===== src/rtl/muldiv_seq.sv =====
// rtl/muldiv_seq.sv - iterative RV32M multiply/divide sequencer for the EX stage
module muldiv_seq (
  input  logic        clk,
  input  logic        reset,
  input  logic        start,
  input  logic [2:0]  func3,
  input  logic [31:0] operand_1,
  input  logic [31:0] operand_2,
  input  logic        hold,
  input  logic        flush,
  output logic        stall,
  output logic        done,
  output logic [31:0] result
);

  typedef enum logic [1:0] {S_IDLE, S_CALC, S_FIX, S_DONE} state_t;

  state_t      state, state_next;
  logic [2:0]  op;
  logic        sign1, sign2;
  logic [31:0] opnd;
  logic [63:0] work;
  logic [4:0]  count;

  logic        signed1, signed2, s1_in, s2_in, is_div;
  logic [31:0] mag1, mag2;
  logic        div_zero, div_ovf, fast;
  logic [31:0] fast_result;
  logic [32:0] mul_sum;
  logic [63:0] mul_step, div_step, prod;
  logic [32:0] shifted;
  logic        ge;
  logic [31:0] diff;
  logic [31:0] fix_result;

  always_comb begin
    is_div   = func3[2];
    signed1  = (func3 == 3'b001) || (func3 == 3'b010) || (func3 == 3'b100) || (func3 == 3'b110);
    signed2  = (func3 == 3'b001) || (func3 == 3'b100) || (func3 == 3'b110);
    s1_in    = signed1 & operand_1[31];
    s2_in    = signed2 & operand_2[31];
    mag1     = s1_in ? -operand_1 : operand_1;
    mag2     = s2_in ? -operand_2 : operand_2;
    div_zero = is_div && (operand_2 == 32'd0);
    div_ovf  = ((func3 == 3'b100) || (func3 == 3'b110)) &&
               (operand_1 == 32'h8000_0000) && (operand_2 == 32'hFFFF_FFFF);
    fast     = div_zero | div_ovf;
    if (div_zero) fast_result = func3[1] ? operand_1 : 32'hFFFF_FFFF;
    else          fast_result = func3[1] ? 32'd0 : 32'h8000_0000;
  end

  // One shift-add step on {acc, multiplier}; one restoring step on {rem, quo}.
  always_comb begin
    mul_sum  = {1'b0, work[63:32]} + (work[0] ? {1'b0, opnd} : 33'd0);
    mul_step = {mul_sum, work[31:1]};
    shifted  = {work[63:32], work[31]};
    ge       = shifted >= {1'b0, opnd};
    diff     = shifted[31:0] - opnd;
    div_step = {(ge ? diff : shifted[31:0]), work[30:0], ge};
  end

  always_comb begin
    prod = (sign1 ^ sign2) ? -work : work;
    if (!op[2])     fix_result = (op == 3'b000) ? prod[31:0] : prod[63:32];
    else if (op[1]) fix_result = sign1 ? -work[63:32] : work[63:32];
    else            fix_result = (sign1 ^ sign2) ? -work[31:0] : work[31:0];
  end

  always_ff @(posedge clk) begin
    if (reset) state <= S_IDLE;
    else       state <= state_next;
  end

  always_comb begin
    state_next = state;
    stall      = 1'b0;
    done       = 1'b0;
    case (state)
      S_IDLE: begin
        stall = start & ~flush;
        if (start) state_next = fast ? S_DONE : S_CALC;
      end
      S_CALC: begin
        stall = 1'b1;
        if (count == 5'd0) state_next = S_FIX;
      end
      S_FIX: begin
        stall      = 1'b1;
        state_next = S_DONE;
      end
      S_DONE: begin
        done = 1'b1;
        if (!hold) state_next = S_IDLE;
      end
      default: state_next = S_IDLE;
    endcase
    if (flush) state_next = S_IDLE;
    if (reset) stall = 1'b0;
  end

  always_ff @(posedge clk) begin
    if (reset) begin
      result <= 32'd0;
      count  <= 5'd0;
      work   <= 64'd0;
      opnd   <= 32'd0;
      op     <= 3'd0;
      sign1  <= 1'b0;
      sign2  <= 1'b0;
    end else if (!flush) begin
      case (state)
        S_IDLE: if (start) begin
          op    <= func3;
          sign1 <= s1_in;
          sign2 <= s2_in;
          count <= 5'd31;
          if (fast) result <= fast_result;
          else begin
            work <= is_div ? {32'd0, mag1} : {32'd0, mag2};
            opnd <= is_div ? mag2 : mag1;
          end
        end
        S_CALC: begin
          work  <= op[2] ? div_step : mul_step;
          count <= count - 5'd1;
        end
        S_FIX:   result <= fix_result;
        default: ;
      endcase
    end
  end

endmodule

===== config.mk =====
export PLATFORM = sky130hd
export DESIGN_NAME = muldiv_seq
export DESIGN_NICKNAME = d
export VERILOG_FILES = /design/src/rtl/muldiv_seq.sv
export SDC_FILE = /design/constraint.sdc
export NUM_CORES = 1
export LEC_CHECK = 0
export ABC_AREA = 1
export BUFFER_PORTS_ARGS = -buffer_cell sky130_fd_sc_hd__buf_2
export CAP_MARGIN = 5
export CELL_PAD_IN_SITES_DETAIL_PLACEMENT = 1
export CELL_PAD_IN_SITES_GLOBAL_PLACEMENT = 1
export CORE_ASPECT_RATIO = 1.1
export CORE_MARGIN = 8
export CORE_UTILIZATION = 43
export DETAILED_ROUTE_END_ITERATION = 7
export GPL_ROUTABILITY_DRIVEN = 0
export PLACE_DENSITY = 0.88
export SLEW_MARGIN = 20
export SYNTH_ARGS = -nofsm -noshare
export SYNTH_HDL_FRONTEND = slang
export SYNTH_SLANG_ARGS = --single-unit

===== constraint.sdc =====
create_clock -name clk -period 3.56 [get_ports clk]
set_clock_uncertainty 0.05 [all_clocks]
set_input_delay 0.178 -clock clk [delete_from_list [all_inputs] [get_ports clk]]
set_output_delay 0.178 -clock clk [all_outputs]
set_load 0.005 [all_outputs]

==> metrics.md <==
| Metric | Value |
|---|---|
| Outcome | `complete, but fails checks` |
| Violated checks | `DRC` |
| Seq/Total Area, Yosys | `15.1%` |
| PwrDens | `328 nW/µm²` |
| Die H | `234 µm` |
| RSZ-0062 raised after global routing | `false` |
| Synthesized area per cell | `5.30 µm²` |
| Vias in the first global route | `25,203` |
| R2r startpoint | `opnd[28]` |
| Input/output buffers | `105` |
| Hold Path Depth | `4` |
| Placed cell count | `4,098` |
| Slew margin rel. | `37.9%` |
| Worst hold start | `operand_1[26]` |
| Async set-reset flop share out of synthesis | `0%` |
| #FFs+latches synth | `140` |
| Final setup viols | `0` |
| Iter 0 DRT Violations | `3,230` |
| Tightest Hold Check Type | `input pin to flop` |
| Routed WL per cell | `23.9 µm` |
| I/O pins | `106` |
| Post-synth EDFFs | `0` |
| TNS Setup | `0 ns` |
| Root buffer cell | `clkbuf_16` |
| Rows | `80` |
| First-pass GRT wire length | `149,000 µm` |
| Core region area | `43,000 µm²` |
| Flop-to-flop setup slack | `0.17 ns` |
| Share of cells above drive strength 1 | `7.93%` |
| Initial core utilization | `43.2%` |
| Period utilization | `95.2%` |
| Hold Vio Cnt, Final | `0` |
| Final min period | `3.39 ns` |
| Clock sink count | `140` |
| Post-CTS Hold Buffers | `2` |
| Drt drc | `2` |
| Final Max Tran Viols | `0` |
| Top FF cell, synth | `dfxtp_1` |
| Arr. time, crit path | `3.73 ns` |
| Cells after Synth | `3,510` |
| Post-CTS setup buffer count | `0` |
| Mapped Nets | `3,659` |
| Setup Crit Path Kind | `flop to flop` |
| Clock transition at path regs | `0.07 ns` |
| Routed Antenna Nets | `0` |
| Multi-input gate area in the final layout | `13,500 µm²` |
| Max IR drop VDD | `0.404 mV` |
| Worst setup EP type | `flop` |
| Vias per cell | `6.23` |
| Worst-Skew Late Latency | `0.47 ns` |
| Layout area overhead | `8.22%` |
| Commonest non-fill, non-tap cell in the layout | `nand2_1` |
| Lkg Pwr | `10.2 nW` |
| Nets | `3,694` |
| FF-to-FF path depth | `15` |
| Yosys warning count | `0` |
| Tightest Pin Transition | `0.927 ns` |
| CP max FO | `45` |
| Fmax | `295 MHz` |
| All-Layer GR Usage | `38.1%` |
| DIE WIDTH | `214 µm` |
| Die Area | `50,200 µm²` |
| CP Launch Type | `flop` |
| Reg area | `2810 µm²` |
| Post-DP HPWL | `76,400 µm` |
| Post-route non-filler standard cell count | `4,134` |
| First drt pass iteration count | `8` |
| Max cap viols | `0` |
| Largest net degree at the start of global routing | `68` |
| CTS H-Tree Depth | `4` |
| Total grt overflow | `0` |
| Clock Tree Buf Depth | `2` |
| Vias | `25,746` |
| Synthesized cell area | `18,600 µm²` |
| Final WL | `99,000 µm` |
| Count of cell types in the netlist | `55` |
| Initial antenna violation count | `2` |
| Num CTS Buffers | `17` |
| CTS tree | `built` |
| Hold EP | `opnd[26]` |
| Final Power | `6.60 mW` |
| Critical Path RT | `3.90 ns` |
| FF-to-FF End | `work[48]` |
| Fill cells | `6,415` |
| Post-CTS Resized | `0` |
| Commonest cells after routing, fill and taps aside | `nand2_1 (1,080), nor2_1 (434), inv_1 (405)` |
sequential cells by signal, indices dropped and copies added (netlist names):
register and count:
opnd 32, sign2 1, result 32, sign1 1
state 2, count 5, work 64, op 3
cell families after synthesis:
kind of cell    count (synthesis)  share of synthesized area (%)
flops                         140                           15.1
buf+inv                       570                           12.4
xor+xnor                       80                           3.87
simple gates                 2066                           47.1
compound gates                577                           16.3
fa+ha+maj                      77                           5.26
layer usage:
layer / GRT usage (%) / share of wire, % / vias up
li1: - / - / 11381
met1: 45.8 / 37 / 12108
met2: 59.6 / 42 / 1750
met3: 8.58 / 12 / 507
met4: 28.1 / 8.8 / 0
met5: 0 / 0 / -
where the power goes:
part           total (mW)  internal (mW)  switching, mW
clock                1.80          0.922          0.882
combinational        2.99          0.800           2.19
sequential           1.80           1.66          0.144
synth_stat cells (26+ instances only):
| master | count | area, µm² |
|---|---|---|
| inv_1 | 405 | 1520 |
| dfxtp_1 | 140 | 2800 |
| clkbuf_1 | 74 | 278 |
| nor2_1 | 435 | 1630 |
| o21ai_1 | 29 | 145 |
| nand3_1 | 388 | 1940 |
| nand4_1 | 44 | 275 |
| a21oi_1 | 286 | 1430 |
| xor2_1 | 70 | 613 |
| buf_2 | 31 | 155 |
| o21ai_0 | 201 | 1010 |
| ha_1 | 75 | 938 |
| nand2_1 | 1080 | 4050 |
| nor2_2 | 26 | 163 |
| nor3_1 | 31 | 155 |
worst max path at each step:
stage / start / end / slack (ns)
after floorplan: work[0] / work[59] / 1.06
after global placement: opnd[28] / work[48] / 0.56
after detailed placement: op[0] / result[2] / 0.46
after CTS: work[41] / work[41] / 0.42
after global routing: opnd[28] / work[48] / 0.06
final: opnd[28] / work[48] / 0.17
area by class of cell:
cell class | count | share of cell area, %
repair buffers | 157 | 4.64
well taps | 574 | 3.57
clock inverters | 14 | 0.547
flip-flops and latches | 140 | 13.9
inverters | 429 | 8.02
multi-input cells | 2800 | 67.1
diodes | 2 | 0.0249
clock buffers | 18 | 2.18
critical path, cell delays in order (launching register included):
cell and delay [ns]:
dfxtp_1 0.52, inv_1 0.24, ha_1 0.41, nand2_1 0.15
nor2_1 0.11, nand2_1 0.17, inv_1 0.07, nand2_1 0.08
nand2_1 0.10, nor2_4 0.23, nand2_8 0.23, nor2_1 0.51
nand2_1 0.11, nand3_1 0.10, nand2_1 0.07, a21oi_1 0.14
stage by stage:
| stage | util, % | worst slack (ns) | area, µm² | hold WS, ns |
|---|---|---|---|---|
| 4_1_cts | 46.7 | 0.417 | 20100 | 0.0524 |
| 3_3_place_gp | 45.4 | 0.564 | 19500 | 0.403 |
| 6_report | 46.7 | 0.171 | 20100 | 0.0699 |
| 5_1_grt | 46.7 | 0.0609 | 20100 | 0.0891 |
| 3_5_place_dp | 45.4 | 0.463 | 19500 | 0.411 |
| 2_1_floorplan | - | 1.06 | 18600 | 0.276 |
Power figures use the tool's default switching activity.
